===== src/rtl/hamming_serial_tx.sv =====
// hamming_serial_tx: splits a data word into nibbles and encodes each one as
// Hamming(7,4). The frame goes out on one serial line as a start bit (0), the
// 7*blocks code bits and a stop bit (1). Each bit is held for div clock cycles.
module hamming_serial_tx #(
  parameter int width = 4,
  parameter int div   = 1
) (
  input  logic             clk,
  input  logic             rst,
  input  logic             in_valid,
  output logic             in_ready,
  input  logic [width-1:0] in_data,
  output logic             tx_out,
  output logic             tx_busy,
  output logic             frame_done
);

  localparam int BLOCKS = width / 4;
  localparam int NBITS  = 7 * BLOCKS;
  localparam int BIT_W  = $clog2(NBITS + 1);
  localparam int DIV_W  = (div > 1) ? $clog2(div) : 1;

  localparam logic [BIT_W-1:0] LAST_BIT = BIT_W'(NBITS - 1);
  localparam logic [DIV_W-1:0] DIV_LAST = DIV_W'(div - 1);

  localparam logic [1:0] IDLE  = 2'd0;
  localparam logic [1:0] START = 2'd1;
  localparam logic [1:0] DATA  = 2'd2;
  localparam logic [1:0] STOP  = 2'd3;

  logic [1:0]       r_state;
  logic [NBITS-1:0] r_shift;      // captured code bits, next bit to send in [0]
  logic [BIT_W-1:0] r_bit_cnt;    // index of the DATA bit currently on the line
  logic [DIV_W-1:0] r_div_cnt;
  logic             r_tx;
  logic             r_frame_done;

  logic [NBITS-1:0] w_frame;      // encoded word in transmit order, LSB first
  logic             w_tick;       // last cycle of the current bit period

  // Encoder: per nibble the order on the line is d0..d3 then p1, p2, p3.
  generate
    for (genvar gi = 0; gi < BLOCKS; gi++) begin : g_enc
      logic [3:0] w_nib;
      assign w_nib = in_data[gi*4 +: 4];
      assign w_frame[gi*7 +: 7] = {w_nib[0] ^ w_nib[1] ^ w_nib[2],   // p3
                                   w_nib[0] ^ w_nib[1] ^ w_nib[3],   // p2
                                   w_nib[0] ^ w_nib[2] ^ w_nib[3],   // p1
                                   w_nib};                           // d3..d0
    end
  endgenerate

  assign w_tick     = (r_div_cnt == DIV_LAST);
  assign in_ready   = (r_state == IDLE);
  assign tx_busy    = (r_state != IDLE);
  assign tx_out     = r_tx;
  assign frame_done = r_frame_done;

  // Bit-period counter: idles at zero and restarts at every bit boundary.
  always_ff @(posedge clk or negedge rst) begin
    if (!rst) begin
      r_div_cnt <= '0;
    end else if ((r_state == IDLE) || w_tick) begin
      r_div_cnt <= '0;
    end else begin
      r_div_cnt <= r_div_cnt + DIV_W'(1);
    end
  end

  // Frame sequencer: tx_out is registered, so each bit is loaded one edge
  // ahead of the cycle it appears on the line.
  always_ff @(posedge clk or negedge rst) begin
    if (!rst) begin
      r_state      <= IDLE;
      r_shift      <= '0;
      r_bit_cnt    <= '0;
      r_tx         <= 1'b1;
      r_frame_done <= 1'b0;
    end else begin
      r_frame_done <= 1'b0;
      case (r_state)
        IDLE: begin
          if (in_valid) begin
            r_state   <= START;
            r_shift   <= w_frame;
            r_bit_cnt <= '0;
            r_tx      <= 1'b0;
          end
        end
        START: begin
          if (w_tick) begin
            r_state <= DATA;
            r_tx    <= r_shift[0];
            r_shift <= r_shift >> 1;
          end
        end
        DATA: begin
          if (w_tick) begin
            if (r_bit_cnt == LAST_BIT) begin
              r_state <= STOP;
              r_tx    <= 1'b1;
            end else begin
              r_bit_cnt <= r_bit_cnt + BIT_W'(1);
              r_tx      <= r_shift[0];
              r_shift   <= r_shift >> 1;
            end
          end
        end
        STOP: begin
          if (w_tick) begin
            r_state      <= IDLE;
            r_frame_done <= 1'b1;
          end
        end
        default: r_state <= IDLE;
      endcase
    end
  end

endmodule


===== config.mk =====
export PLATFORM = sky130hd
export DESIGN_NAME = hamming_serial_tx
export DESIGN_NICKNAME = d
export VERILOG_FILES = /design/src/rtl/hamming_serial_tx.sv
export SDC_FILE = /design/constraint.sdc
export NUM_CORES = 1
export LEC_CHECK = 0
export BUFFER_PORTS_ARGS = -buffer_cell sky130_fd_sc_hd__buf_2
export CAP_MARGIN = 20
export CELL_PAD_IN_SITES_DETAIL_PLACEMENT = 0
export CELL_PAD_IN_SITES_GLOBAL_PLACEMENT = 1
export CORE_ASPECT_RATIO = 0.7
export CORE_MARGIN = 1
export CORE_UTILIZATION = 30
export CTS_CLUSTER_DIAMETER = 40
export DETAILED_ROUTE_END_ITERATION = 6
export PLACE_DENSITY_LB_ADDON = 0.1
export RECOVER_POWER = 50
export SLEW_MARGIN = 40
export SYNTH_ARGS = -nofsm -noshare
export SYNTH_HDL_FRONTEND = slang
export SYNTH_SLANG_ARGS = --single-unit

===== constraint.sdc =====
create_clock -name clk -period 1.65 [get_ports clk]
set_input_delay 0.165 -clock clk [delete_from_list [all_inputs] [get_ports clk]]
set_output_delay 0.165 -clock clk [all_outputs]
set_load 0.01 [all_outputs]

==> results summary, run 1 <==
For flop-to-flop paths, the worst setup slack is -0.10 ns. Setup violations remaining at the end of the flow were counted as 9. The number of levels the H-tree was split into came out at 1. Setup repair after global routing could not meet its margin everywhere. The routed layout has 726 vias. The relative slew slack is 45.3%. The final-stage net count came out at 131. The remaining global-route overflow is 0. In this run the deepest clock path goes through 2 buffers. For the final database, setup skew stands at around 0.0014 ns. The final cycle utilization of the critical path came out at 106%.

The worst setup path is launched from a flip-flop. For the worst setup path, the data required time is 1.79 ns. The aggregate negative setup slack came out at -0.808 ns.

The area occupied by multi-input gates came out at ~640 um2. Across the VDD grid, the largest voltage drop is ~0.00065 V. The via count of the first global-routing pass is 755. Across the run, the number of max-cap violations was 0. The clock drives 15 sinks. The count of synthesis-stage warnings from yosys is 0. After detailed routing, the average wire length per cell comes to 14.4 um.

The worst setup path is of the flip-flop to flip-flop kind. The worst hold path terminates at r_shift[2]$_DFFE_PN0P_. The min-delay analysis places its worst path in the category input pin to flip-flop. The worst hold path passes through 3 cells. The origin of the critical flop-to-flop path is r_state[1]$_DFFE_PN0P_. The initial antenna violation count came out at 0. The die area is 0.00341 mm2. The storage element area came out at 379 um2. In this run the worst setup path begins at r_state[1]$_DFFE_PN0P_. The shortest period the worst path allows came out at about 1.8 ns.

The filler cells instantiated in the layout total around 270. The net count of the mapped netlist is just under 100. The first detailed-routing pass took 4 iterations. The total count of max-transition violations in the final report was 0. The number of cells on the worst reg-to-reg path came out at 6. By area the synthesized netlist is led by dfrtp_1, mux2_2, ha_1, xnor3_1, dfstp_2. The instance count of the mapped netlist came out at 82. After the first detailed-routing iteration, the DRC count stood at 40. The clock buffer count from CTS came out at 3. The source of the worst hold timing path is in_data[2].

Counting tap cells, the placed design contains a total of 141 instances. The worst setup path is captured at a flip-flop. In this run the standard cell core region covers about 0.0029 mm2. The final reports fail on setup timing. The combined area of all synthesized cells is 952 um2. The routed design has between 2000 and 2500 um of wire. Once the floorplan was initialized, standard cells occupied 32.8% of the core.

Counting flops and latches in the post-synthesis netlist gives 15. The count of distinct cell types in the synthesized netlist is 29. The clock network latency to the later pin of the worst-skew pair is 0.25 ns. Among all stages on the critical path, the largest delay is contributed by dfrtp_2. The routability congestion estimate from global placement came out at 0.786. The signed area change from the synthesized netlist to the final layout is 42.3%.

The transition time of the tightest slew-check pin came out at 0.820 ns. By instance count, the cell type seen most on the critical path is buf_6. Each instance of the synthesized netlist takes up on average ~12 um2. The floorplan die height is 49.1 um. The wire-length estimate of the detail-placed layout is ~1600 um. The horizontal extent of the die is 69.3 um. TritonCTS built the clock tree. The total power divided by cell area came out at 2030 mW/mm2. The final cell count without fillers came out at 151. The synthesized design spends more area on one cell type than any other, namely dfrtp_1. The number of primary I/O pins came out at 11.

The share of the synthesized area in the top cell type came out at 36.8%. The number of placement rows came out at 16. The total design power is 2760 uW.

The maximum frequency from static timing analysis came out at around 0.57 GHz. The antenna diode count came out at 0. The final hold violation count is 0. Once detail routing completed, the nets flagged for antenna violations numbered 0.

The critical path goes through buf_6 > ha_4 > and3_4 > nor4_4 > buf_6 > mux2_4. The leakage power of the design is 0.000643 uW. Clock-pin slew was measured on the worst setup and hold paths at 0.06 ns. The largest incremental delay on the critical path is 0.47 ns. The flow ran to the end, but the final reports show violations. The endpoint arrival time on the critical path is 1.89 ns. The sequential fraction of the synthesis area came out at 39.6%. In the routed design, unresolved DRC markers number 0. The global-route wire length before repair came out at 3620 um. Entering global routing, the biggest net connects 16 pins. The total routing usage reported by global routing came out at 14.3%. The fraction of final layout cells sized beyond drive strength 1 came out at 56.5%. Using the TritonRoute via totals, the vias-per-cell ratio works out to 4.81. The endpoint identified for the worst register-to-register timing path is r_shift[0]$_DFFE_PN0P_. In this run the clock root is driven by a clkbuf_8. The final worst-path setup slack came out at -0.101 ns. Along the worst path, the maximum fanout reaches 7. The total of buffers placed on input and output ports is 10.
[critical path, delay by kind of cell (launching register included)]
kind / cells / cell delay [ns]
flops: 1 / 0.47
simple gates: 2 / 0.39
buf+inv: 2 / 0.32
mux: 1 / 0.30
fa+ha+maj: 1 / 0.15
[cells in the final DEF (no fill, tap or decap), types with 4 or more instances in the layout]
master and n:
a21oi_1 4, buf_2 9, buf_4 18, dfrtp_1 12, inv_1 4, mux2_2 5, mux2_4 8
[state kept, by name, indices dropped and copies added, names as in the netlist]
signal / count
frame_done: 1
r_bit_cnt: 3
r_div_cnt: 1
r_shift: 7
r_state: 2
tx_out: 1
[cell families after synthesis]
group                    share of synthesized area, %
AO/OA/AOI/OAI                                    13.3
XOR/XNOR                                         7.10
adder cells (fa/ha/maj)                          10.5
buffers and inverters                            3.15
flip-flops                                       39.6
multiplexers                                     15.4
other                                           0.394
AND/OR/NAND/NOR                                  10.6
[metal layers]
metal	share of wire, %	vias up	global-route usage, %
met1	51	350	19.2
met5	0	-	0
met2	44	12	20.9
li1	-	360	-
met4	1.5	0	6.12
met3	3.9	4	4.96
[repair_timing]
item / in CTS / in global routing
setup endpoints to repair: 9 / 9
hold buffers: 1 / 0
pin swaps: 1 / 6
resized for setup: 5 / 13
buffers inserted: 2 / 3
hold endpoints to repair: 14 / 0
[cells in the mapped netlist]
master / n
o32a_1: 1
nor3_1: 1
a31oi_1: 3
o221a_2: 1
nor2b_1: 2
nand3_1: 1
clkbuf_1: 2
nand2_1: 4
nor4_4: 1
mux2_1: 2
or3_1: 1
nand2b_1: 1
dfstp_2: 1
a211oi_1: 1
ha_1: 8
inv_1: 6
a21oi_1: 4
nor3b_1: 1
o2bb2ai_1: 2
conb_1: 1
o211ai_1: 1
o21a_1: 2
nor2_1: 1
a31o_2: 1
xnor3_1: 3
dfrtp_1: 14
and3_1: 3
mux2_2: 11
o21ai_0: 2
[cell type report]
cell class / count / area share [%]
multi-input combinational: 59 / 47.5
sequential: 15 / 28.0
timing repair buffer: 31 / 16.0
tap: 36 / 3.32
clock buffer: 3 / 3.05
inverter: 6 / 1.85
clock inverter: 1 / 0.369
[worst max-delay path by stage]
| stage | depth (start not counted) | endpoint |
|---|---|---|
| after floorplan | 5 | r_shift[0]$_DFFE_PN0P_ |
| after global placement | 6 | r_state[1]$_DFFE_PN0P_ |
| final | 6 | r_shift[0]$_DFFE_PN0P_ |
| after detailed placement | 6 | r_shift[2]$_DFFE_PN0P_ |
| after CTS | 6 | r_shift[0]$_DFFE_PN0P_ |
| after global routing | 6 | r_shift[3]$_DFFE_PN0P_ |
[through the flow]
| step | utilization [%] | hold WS, ns | cell area (um2) | setup WS (ns) |
|---|---|---|---|---|
| 3_3_place_gp | 40.8 | 0.0921 | 1180 | -0.126 |
| 4_1_cts | 44.1 | 0.307 | 1280 | -0.0911 |
| 5_1_grt | 46.7 | 0.331 | 1360 | -0.169 |
| 6_report | 46.7 | 0.335 | 1360 | -0.101 |
| 2_1_floorplan | - | -0.131 | 986 | -0.117 |
| 3_5_place_dp | 40.8 | 0.0958 | 1180 | -0.121 |
[power breakdown]
group / leakage (uW) / internal, uW / total, uW / switching [uW]
clock: 0.0000255 / 168 / 305 / 137
sequential: 0.000181 / 532 / 657 / 125
combinational: 0.000436 / 1070 / 1790 / 726
total: 0.000643 / 1770 / 2760 / 988
Power figures use the tool's default switching activity.
==> inputs of run 2 (changes only) <==
Settings changed: PLACE_DENSITY_LB_ADDON 0.1 to 0.15.
Clock period 1.65 ns to 1.55 ns, I/O delays scaled along.
==> run 2 against run 1 <==
Against the previous run: the flow still finishes with violations (setup timing); clock-buffer cell count is 1 higher; total power is 6.2% higher; final cell count is 0.66% lower; clock skew is 0.0019 ns higher; non-clock buffer count is 1 lower; critical endpoint is now r_shift[6]$_DFFE_PN0P_; largest power group unchanged; highest routed layer unchanged.
==> results summary, run 2 (same netlist as run 1, synthesis figures left out) <==
The total routing usage reported by global routing came out at 12.8% (-1.5 points). The slowest stage of the critical path is the dfrtp_2 cell. The pin count of the biggest net entering global routing is 16 (unchanged). The worst setup skew after layout came out at 0.00323 ns (+0.00187 ns).

The final worst-path setup slack is -0.210 ns (-0.109 ns). The number of primary I/O pins came out at 11 (unchanged). The register-to-register setup slack came out at -0.21 ns (-0.11 ns). The number of optimization iterations in the first detailed-route pass is 4 (unchanged). TritonCTS built the clock tree. The relative slew slack came out at 46.1% (+0.77 points). The worst hold path terminates at r_shift[3]$_DFFE_PN0P_.

The via count of the first global-routing pass is 694 (-8.1%). The total of buffers placed on input and output ports is 10 (unchanged). The tightest hold margin is 0.313 ns (-0.0224 ns).

The endpoint arrival time on the critical path came out at 1.89 ns (about the same). The via density per instance is 4.92 (+2.3%). The source of the worst hold timing path is in_data[3].

The flow ran to the end, but the final reports show violations. The number of fill cells in the layout is 256 (-5.5%). The die area is 0.00341 mm2 (unchanged). The number of flip-flops under the largest register name is 7 (unchanged). The clock network latency to the later pin of the worst-skew pair came to 0.25 ns (about the same). The final-stage net count came out at 130 (-0.76%).

The maximum resistive drop on vdd was 0.000596 V (-8.5%). The starting utilization of the core area is 32.8% (unchanged). The horizontal extent of the die was 69.3 um (unchanged). Leaving out fill and tap cells, the most frequent cell in the layout is buf_4. The aggregate routed wire length came out at 1990 um (-8.4%). The antenna violation net count after detailed routing was 0 (unchanged).

In the final layout, the registers with the most flip-flops are r_shift: 7 flops, r_bit_cnt: 3 flops, r_state: 2 flops. The storage element area is 379 um2 (unchanged). The post-route cell area came out at 0.00135 mm2 (-0.55%). The routability congestion estimate from global placement came out at 0.750 (-4.6%). The signed area change from the synthesized netlist to the final layout came out at 41.5%. The DRC violation count after routing came to 0 (unchanged).

The required time of the worst setup path came to 1.68 ns (-0.11 ns). The global-route wire length before repair came out at 3290 um (-9.1%). The category of the most critical setup path is flip-flop to flip-flop. The total count of max-transition violations in the final report was 0 (unchanged). The shortest period the worst path allows came out at 1.76 ns (+0.00942 ns).

The CTS root buffer is clkbuf_8. On the critical path the largest part of the delay comes from flip-flops. The floorplan die height is 49.1 um (unchanged). The number of cells on the worst reg-to-reg path is 6 (unchanged). The checks that failed: setup timing. The largest incremental delay on the critical path is 0.45 ns (-0.02 ns). The remaining global-route overflow is 0 (unchanged). The sort of element at the end of the critical path is a flip-flop. The number of placement rows came out at 16 (unchanged). The category of the worst setup path launch point is a flip-flop. The clock-pin slew of the registers on the worst-case setup and hold paths is 0.06 ns (about the same). The worst register-to-register path ends at r_shift[6]$_DFFE_PN0P_. The maximum frequency from static timing analysis came out at 0.568 GHz (-0.53%).

The count of max-cap constraint violations is 0 (unchanged). The count of routing violations after the opening detailed-route iteration came to 37 (-7.5%). The number of vias after detailed routing came out at 738 (+1.7%).

Setup repair after global routing could not meet its margin everywhere. The area occupied by multi-input gates came to 641 um2 (-0.39%). The most flop-heavy register is r_shift.

The worst hold path depth was 3 (unchanged). The standard cell area after detailed placement came out at 0.00118 mm2 (unchanged). The total buffers and inverters traversed by the critical path is 2 (unchanged). The maximum root-to-sink buffer count came out at 2 (unchanged).

The fraction of final layout cells sized beyond drive strength 1 is 56.1% (-0.38 points). The leakage power of the design is 0.000642 uW (-0.15%). The HPWL after detailed placement came out at 1480 um (-5.3%). The final hold violation count was 0 (unchanged). The clock buffer count from CTS is 3 (unchanged). The number of endpoints failing setup at the final stage was 9 (unchanged). The average routed wire per standard cell came to 13.3 um (-7.8%). The most repeated library cell on the critical path is buf_6.

The number of levels the H-tree was split into came out at 1 (unchanged). The placeable core region is 0.00290 mm2 (unchanged). The final cycle utilization of the critical path is 114% (+7.5 points). The library cells used most frequently in the layout, excluding fill and tap cells, are buf_4, dfrtp_1, buf_2. The total power divided by cell area came out at 2170 mW/mm2 (+6.7%).

The sink count of the clock tree is 15 (unchanged). The initial antenna violation count is 0 (unchanged). The origin of the critical flop-to-flop path is r_state[1]$_DFFE_PN0P_. The antenna diode count is 0 (unchanged).

The signal on the critical path passes through buf_6 > ha_4 > and3_4 > nor4_4 > buf_6 > mux2_4. The path class of the tightest hold or removal check is input pin to flip-flop. The largest fanout on the critical path came out at 7 (unchanged). The transition time of the tightest slew-check pin came out at 0.809 ns (-0.0115 ns).
## run 2: worst reg2reg max path: cells and delay by family, from the launching register on
| family | cells | cell delay [ns] |
|---|---|---|
| buffers and inverters | 2 | 0.33 |
| AND/OR/NAND/NOR | 2 | 0.40 |
| multiplexers | 1 | 0.31 |
| flip-flops | 1 | 0.45 |
| adder cells (fa/ha/maj) | 1 | 0.15 |
## run 2: worst max-delay path by stage
| stage | from | end | slack [ns] | cells after the start |
|---|---|---|---|---|
| 2_1_floorplan | r_state[0]$_DFFE_PN0P_ | r_shift[0]$_DFFE_PN0P_ | -0.22 | 5 |
| 3_5_place_dp | r_state[0]$_DFFE_PN0P_ | r_shift[6]$_DFFE_PN0P_ | -0.26 | 6 |
| 5_1_grt | r_state[0]$_DFFE_PN0P_ | r_shift[6]$_DFFE_PN0P_ | -0.27 | 6 |
| 4_1_cts | r_state[0]$_DFFE_PN0P_ | r_shift[4]$_DFFE_PN0P_ | -0.19 | 6 |
| 3_3_place_gp | r_state[1]$_DFFE_PN0P_ | r_state[1]$_DFFE_PN0P_ | -0.21 | 6 |
| 6_report | r_state[1]$_DFFE_PN0P_ | r_shift[6]$_DFFE_PN0P_ | -0.21 | 6 |
## run 2: report_power, final
part           total, uW  leakage (uW)  internal (uW)  switching [uW]
Sequential           688      0.000181            567             121
Clock                315     0.0000228            182             133
Combinational       1920      0.000438           1150             769
## run 2: cell type report
cell class	instances	share of cell area, %
Clock buffer	4	3.34
Inverter	6	1.86
Multi-Input combinational cell	59	47.5
Sequential cell	15	28.1
Tap cell	36	3.34
Timing Repair Buffer	30	15.8
## run 2: layer usage
| metal | vias to the layer above | global-route usage, % | wire (um) |
|---|---|---|---|
| li1 | 363 | - | - |
| met1 | 357 | 18.0 | 1060 |
| met2 | 14 | 17.0 | 797 |
| met3 | 4 | 5.79 | 106 |
| met4 | 0 | 4.42 | 23 |
| met5 | - | 0 | 0 |
## run 2: metrics by stage
| stage | setup slack, ns | total power [uW] | TNS (ns) | utilization (%) | cells |
|---|---|---|---|---|---|
| 2_1_floorplan | -0.217 | 1690 | -1.49 | - | 82 |
| 3_5_place_dp | -0.257 | 2240 | -1.97 | 40.8 | 141 |
| 4_1_cts | -0.193 | 2690 | -1.38 | 43.9 | 148 |
| 5_1_grt | -0.265 | 3160 | -2.13 | 46.4 | 150 |
| 3_3_place_gp | -0.212 | 2240 | -1.51 | 40.8 | 141 |
| 6_report | -0.210 | 2930 | -1.51 | 46.4 | 150 |
## run 2: repair_timing
item | in CTS | in global routing
pin swaps | 1 | 4
gates resized for setup | 6 | 13
setup endpoints to repair | 10 | 12
cloned | 0 | 0
buffers inserted | 2 | 2
endpoints found under the hold margin | 14 | 0
hold buffers | 1 | 0
